[config.mk]
export PLATFORM = sky130hd
export DESIGN_NAME = dead_time_gen_flat
export DESIGN_NICKNAME = d
export VERILOG_FILES = /design/src/rtl/dead_time_gen_pkg.sv /design/src/rtl/dead_time_gen_if.sv /design/src/rtl/dead_time_core.sv /design/src/rtl/dead_time_gen.sv /design/src/flat_wrapper.sv
export SDC_FILE = /design/constraint.sdc
export NUM_CORES = 1
export LEC_CHECK = 0
export ABC_AREA = 1
export BUFFER_PORTS_ARGS = -buffer_cell sky130_fd_sc_hd__buf_2
export CORE_ASPECT_RATIO = 0.8
export CORE_MARGIN = 2
export CORE_UTILIZATION = 50
export DETAILED_ROUTE_END_ITERATION = 10
export PLACE_DENSITY_LB_ADDON = 0.15
export SETUP_SLACK_MARGIN = 0.05
export SYNTH_ARGS = -nofsm -noshare
export SYNTH_HDL_FRONTEND = slang
export SYNTH_SLANG_ARGS = --single-unit
[constraint.sdc]
create_clock -name i_clk -period 3.6 [get_ports i_clk]
set_input_delay 0 -clock i_clk [delete_from_list [all_inputs] [get_ports i_clk]]
set_output_delay 0 -clock i_clk [all_outputs]
set_load 0.02 [all_outputs]
[src/rtl/dead_time_gen_pkg.sv]
// Shared definitions for the dead-time generator: leg state encoding and default widths.
package dead_time_gen_pkg;

    localparam int unsigned DT_W_DEF    = 8;
    localparam int unsigned SWCNT_W_DEF = 16;

    typedef enum logic [1:0] {
        ST_OFF  = 2'd0,
        ST_DEAD = 2'd1,
        ST_HIGH = 2'd2,
        ST_LOW  = 2'd3
    } leg_state_t;

endpackage

[src/rtl/dead_time_gen_if.sv]
// Command/gate bundle between the regularization stage and the gate-driver pins.
interface dead_time_gen_if
    import dead_time_gen_pkg::*;
#(
    parameter int unsigned N       = 1,
    parameter int unsigned DT_W    = DT_W_DEF,
    parameter int unsigned SWCNT_W = SWCNT_W_DEF
);
    logic                 i_enable;
    logic [N-1:0]         i_sigma;
    logic [DT_W-1:0]      i_dead_time;
    logic                 i_fault;
    logic                 i_fault_clear;
    logic [N-1:0]         o_hs;
    logic [N-1:0]         o_ls;
    logic [N-1:0]         o_dead;
    logic                 o_fault;
    logic [N*SWCNT_W-1:0] o_sw_count;

    modport master (
        output i_enable, i_sigma, i_dead_time, i_fault, i_fault_clear,
        input  o_hs, o_ls, o_dead, o_fault, o_sw_count
    );

    modport slave (
        input  i_enable, i_sigma, i_dead_time, i_fault, i_fault_clear,
        output o_hs, o_ls, o_dead, o_fault, o_sw_count
    );
endinterface

[src/rtl/dead_time_core.sv]
// One bridge leg: OFF/DEAD/HIGH/LOW sequencer with dead-time countdown and
// switching-event counter; gate outputs are registered from the next state.
module dead_time_core
    import dead_time_gen_pkg::*;
#(
    parameter int unsigned DT_W    = DT_W_DEF,
    parameter int unsigned SWCNT_W = SWCNT_W_DEF
) (
    input  logic               clk,
    input  logic               reset,
    input  logic               run,
    input  logic               sigma,
    input  logic [DT_W-1:0]    dead_time,
    output logic               hs,
    output logic               ls,
    output logic               dead,
    output logic [SWCNT_W-1:0] sw_count
);

    leg_state_t      state;
    leg_state_t      state_nxt;
    logic [DT_W-1:0] cnt;
    logic [DT_W-1:0] cnt_nxt;
    logic [DT_W-1:0] cnt_load;
    logic            sw_inc;

    // Zero dead time is treated as one cycle, so the load value is D-1 with D>=1.
    assign cnt_load = (dead_time == DT_W'(0)) ? DT_W'(0) : dead_time - DT_W'(1);

    always_comb begin
        state_nxt = state;
        cnt_nxt   = cnt;
        sw_inc    = 1'b0;
        case (state)
            ST_OFF: begin
                if (run) begin
                    state_nxt = ST_DEAD;
                    cnt_nxt   = cnt_load;
                end
            end
            ST_HIGH: begin
                if (!run) begin
                    state_nxt = ST_OFF;
                end else if (!sigma) begin
                    state_nxt = ST_DEAD;
                    cnt_nxt   = cnt_load;
                end
            end
            ST_LOW: begin
                if (!run) begin
                    state_nxt = ST_OFF;
                end else if (sigma) begin
                    state_nxt = ST_DEAD;
                    cnt_nxt   = cnt_load;
                end
            end
            ST_DEAD: begin
                if (!run) begin
                    state_nxt = ST_OFF;
                end else if (cnt == DT_W'(0)) begin
                    state_nxt = sigma ? ST_HIGH : ST_LOW;
                    sw_inc    = 1'b1;
                end else begin
                    cnt_nxt = cnt - DT_W'(1);
                end
            end
            default: state_nxt = ST_OFF;
        endcase
    end

    always_ff @(posedge clk) begin
        if (reset) begin
            state    <= ST_OFF;
            cnt      <= DT_W'(0);
            hs       <= 1'b0;
            ls       <= 1'b0;
            dead     <= 1'b0;
            sw_count <= SWCNT_W'(0);
        end else begin
            state <= state_nxt;
            cnt   <= cnt_nxt;
            hs    <= (state_nxt == ST_HIGH);
            ls    <= (state_nxt == ST_LOW);
            dead  <= (state_nxt == ST_DEAD);
            if (sw_inc) begin
                sw_count <= sw_count + SWCNT_W'(1);
            end
        end
    end

endmodule

[src/rtl/dead_time_gen.sv]
// N-leg complementary gate generator with shared dead time, enable and a
// latched fault shutdown; each leg is an independent dead_time_core.
module dead_time_gen
    import dead_time_gen_pkg::*;
#(
    parameter int unsigned N       = 1,
    parameter int unsigned DT_W    = DT_W_DEF,
    parameter int unsigned SWCNT_W = SWCNT_W_DEF
) (
    input  logic           i_clk,
    input  logic           i_reset,
    dead_time_gen_if.slave bus
);

    logic fault_latched;
    logic run;

    // Fault set has priority over clear; clear is honoured only once the fault input drops.
    always_ff @(posedge i_clk) begin
        if (i_reset) begin
            fault_latched <= 1'b0;
        end else if (bus.i_fault) begin
            fault_latched <= 1'b1;
        end else if (bus.i_fault_clear) begin
            fault_latched <= 1'b0;
        end
    end

    assign bus.o_fault = fault_latched;
    assign run         = bus.i_enable & ~fault_latched;

    for (genvar g = 0; g < int'(N); g++) begin : g_leg
        dead_time_core #(
            .DT_W    (DT_W),
            .SWCNT_W (SWCNT_W)
        ) u_core (
            .clk       (i_clk),
            .reset     (i_reset),
            .run       (run),
            .sigma     (bus.i_sigma[g]),
            .dead_time (bus.i_dead_time),
            .hs        (bus.o_hs[g]),
            .ls        (bus.o_ls[g]),
            .dead      (bus.o_dead[g]),
            .sw_count  (bus.o_sw_count[g*SWCNT_W +: SWCNT_W])
        );
    end

endmodule
[src/flat_wrapper.sv]
// flat-port wrapper written by rule: the top's interface ports become plain ports
module dead_time_gen_flat import dead_time_gen_pkg::*;
#(
    parameter int unsigned N       = 1,
    parameter int unsigned DT_W    = DT_W_DEF,
    parameter int unsigned SWCNT_W = SWCNT_W_DEF
)
  (i_clk, i_reset, bus_i_enable, bus_i_sigma, bus_i_dead_time, bus_i_fault, bus_i_fault_clear, bus_o_hs, bus_o_ls, bus_o_dead, bus_o_fault, bus_o_sw_count);
  dead_time_gen_if #(.N(N), .DT_W(DT_W), .SWCNT_W(SWCNT_W)) bus_i ();
  input  logic i_clk;
  input  logic i_reset;
  input wire logic [$bits(bus_i.i_enable)-1:0] bus_i_enable;
  input wire logic [$bits(bus_i.i_sigma)-1:0] bus_i_sigma;
  input wire logic [$bits(bus_i.i_dead_time)-1:0] bus_i_dead_time;
  input wire logic [$bits(bus_i.i_fault)-1:0] bus_i_fault;
  input wire logic [$bits(bus_i.i_fault_clear)-1:0] bus_i_fault_clear;
  output wire logic [$bits(bus_i.o_hs)-1:0] bus_o_hs;
  output wire logic [$bits(bus_i.o_ls)-1:0] bus_o_ls;
  output wire logic [$bits(bus_i.o_dead)-1:0] bus_o_dead;
  output wire logic [$bits(bus_i.o_fault)-1:0] bus_o_fault;
  output wire logic [$bits(bus_i.o_sw_count)-1:0] bus_o_sw_count;
  assign bus_i.i_enable = bus_i_enable;
  assign bus_i.i_sigma = bus_i_sigma;
  assign bus_i.i_dead_time = bus_i_dead_time;
  assign bus_i.i_fault = bus_i_fault;
  assign bus_i.i_fault_clear = bus_i_fault_clear;
  assign bus_o_hs = bus_i.o_hs;
  assign bus_o_ls = bus_i.o_ls;
  assign bus_o_dead = bus_i.o_dead;
  assign bus_o_fault = bus_i.o_fault;
  assign bus_o_sw_count = bus_i.o_sw_count;
  dead_time_gen #(.N(N), .DT_W(DT_W), .SWCNT_W(SWCNT_W)) u_core (.i_clk(i_clk), .i_reset(i_reset), .bus(bus_i));
endmodule
==> metrics.txt <==
status=completed; I/O pins=34; Initial Util=between 50% and 60%; Yosys top cell by area=dfxtp_1; htree depth=2; register area=600.6 um^2; worst endpoint required time=approximately 3.8 ns; routed vias=2016; Mapped Area=1982 um^2; Detailed Route WL=4379 um; Max-cap violations=0; n_diodes=0; YS warnings=0; clk_lat worst skew=0.27 ns; Overall Global Routing Usage=21.73%; Synth Flop Type=dfxtp_1; f_max=623.9 MHz; Die W=74.39 um; min cycle time layout=1.603 ns; P per Cell Area=around 320 nW/um^2; core area=between 3000 and 4000 um^2; CTS clk-pin slew, worst paths=0.06 ns; top cells by count, synth=nand2_1, nor2_1, inv_1; top-count cell post-synth=nand2_1; Final nets=371; sequential cell area fraction in the yosys report=30.30%; CTS tree=yes; vias in the first global route=1716; Hold Path Class=in2reg; Max transition margin=a little over three fifths; post-synth top area share=30.30%; endpoints failing setup=0; asr flop ratio synth=0%; crit path max fanout=13; maximum VDD drop=roughly 0.00024 V; largest cells by area after synthesis=dfxtp_1, nand2_1, nor2_1; Cells after Synth=316; multi-input logic area=between 1000 and 1500 um^2; Pre-Repair DR Iteration Count=4; Final Hold Vio Count=0; Worst setup EP type=flip-flop; Detail Placement HPWL=approximately 3300 um; GP Congestion=0.8474; Yosys reg bits=30; Port Buffers=33; Routed WL per cell=10.73 um; number of enable flip-flop cells after synthesis=0; row count=20; Max Slew Vio Count=0; final worst-path cycle share=44.52%; Post-route DRC=0; Routed Antenna Nets=0; Syn-to-layout area delta=14.90%; Crit Path Class=reg2reg; pin count of the biggest net entering global routing=22; DR iter-0 viols=138; filler cell count in the final layout=just under 400; Static Leak=~1.0 nW; global-route wire length before repair=7507 um; unrepaired setup endpoints after global routing=false; Root Buffer=clkbuf_8; Mean Syn Cell Area=6.272 um^2; Longest Clk Path Bufs=2; syn nets=334; layout cells sized above 1=17.85%; post-CTS sizing=0; CTS Buf Count=5; WP data arrival=1.81 ns; Tightest Pin Transition=between 0.5 and 0.6 ns; Cell variety after synth=30; antenna violations before repair=0; vias per inst=4.941; TNS Setup=0 ns; Die Area=between 4000 and 5000 um^2; final core occ=59.87%; die height=60.31 um; critical path startpoint category=flip-flop; clk_skew=0.005008 ns; Clock Sinks=30; GR Overflow Total=0
## per-stage QoR
stage                     std cells  power [mW]  cell area (um^2)  hold slack [ns]  setup slack (ns)
after global placement          400      0.4862              2191           0.2104             2.051
after CTS                       408      0.7362              2277          0.01999             2.004
after global routing            408      0.7724              2277          0.03417             1.824
final                           408      0.7309              2277          0.01756             1.997
after floorplan                 316      0.4561              1982          0.07107             2.128
after detailed placement        400      0.4879              2191           0.2138             2.015
## kinds of logic (layout without fill, tap and decap cells)
group / after synthesis / in the layout / synth area share (%)
AO/OA/AOI/OAI: 47 / 47 / 13.45
XOR/XNOR: 7 / 7 / 3.093
buffers and inverters: 44 / 81 / 8.838
flip-flops: 30 / 30 / 30.30
adder cells (fa/ha/maj): 4 / 4 / 2.525
AND/OR/NAND/NOR: 184 / 184 / 41.79
## registers in the layout (all words and copies together) (netlist names)
register,count
u_core.bus.o_fault,1
u_core.g_leg.u_core.cnt,8
u_core.g_leg.u_core.dead,1
u_core.g_leg.u_core.hs,1
u_core.g_leg.u_core.ls,1
u_core.g_leg.u_core.state,2
u_core.g_leg.u_core.sw_count,16
## placed cells by master, fill, tap and decap left out, types with 2 or more instances in the layout
cell and instances:
o21ai_0 18, clkbuf_8 5, xor2_1 4, nand4_1 6
buf_2 33, nand3_1 20, nor2_2 6, inv_1 37
nand2_2 4, xnor2_1 3, inv_2 3, dfxtp_1 30
nand3_2 2, o21bai_1 3, clkbuf_1 2, nand2_1 89
nor3_1 2, a21oi_1 20, a21oi_2 3, nor2_4 3
ha_1 4, nor2_1 47
## final cells by class
class | count | area share [%]
Multi-Input combinational cell | 242 | 52.97
Tap cell | 55 | 3.022
Sequential cell | 30 | 26.37
Timing Repair Buffer | 34 | 7.692
Inverter | 40 | 6.593
Clock buffer | 7 | 3.352
## metal layers
| metal | vias up | global-route usage [%] | wire length (um) |
|---|---|---|---|
| met3 | 5 | 5.396 | 198 |
| met1 | 900 | 32.15 | 2339 |
| met2 | 35 | 31.73 | 1809 |
| met4 | 0 | 5.102 | 32 |
| met5 | - | 0 | 0 |
| li1 | 1076 | - | - |
## timing repair
action	4_1_cts	5_1_grt
hold endpoints to repair	1	0
hold buffers	1	0
setup buffers	0	0
setup endpoints to repair	0	0
## worst paths after layout
| path | from | end | slack, ns | cells after the start |
|---|---|---|---|---|
| worst min register to register | u_core.g_leg[0].u_core.sw_count[15] | u_core.g_leg[0].u_core.sw_count[15] | 0.50 | 2 |
| worst max-delay path | u_core.g_leg[0].u_core.cnt[0] | u_core.g_leg[0].u_core.sw_count[4] | 2.00 | 6 |
| worst max register to register | u_core.g_leg[0].u_core.cnt[0] | u_core.g_leg[0].u_core.sw_count[4] | 2.00 | 6 |
| worst min-delay path | bus_i_fault_clear | u_core.bus.o_fault | 0.02 | 4 |
## worst max-delay path: stages (launching register included)
cell and delay [ns]:
dfxtp_1 0.32, inv_1 0.07, ha_1 0.26, nand4_2 0.16
nor3_4 0.46, nand2_1 0.13, a21oi_2 0.13
## power by group
group          internal (mW)  switching, mW
registers              0.343         0.0100
clock network          0.133          0.116
logic                 0.0447         0.0845
(Power assumes the default switching activity.)
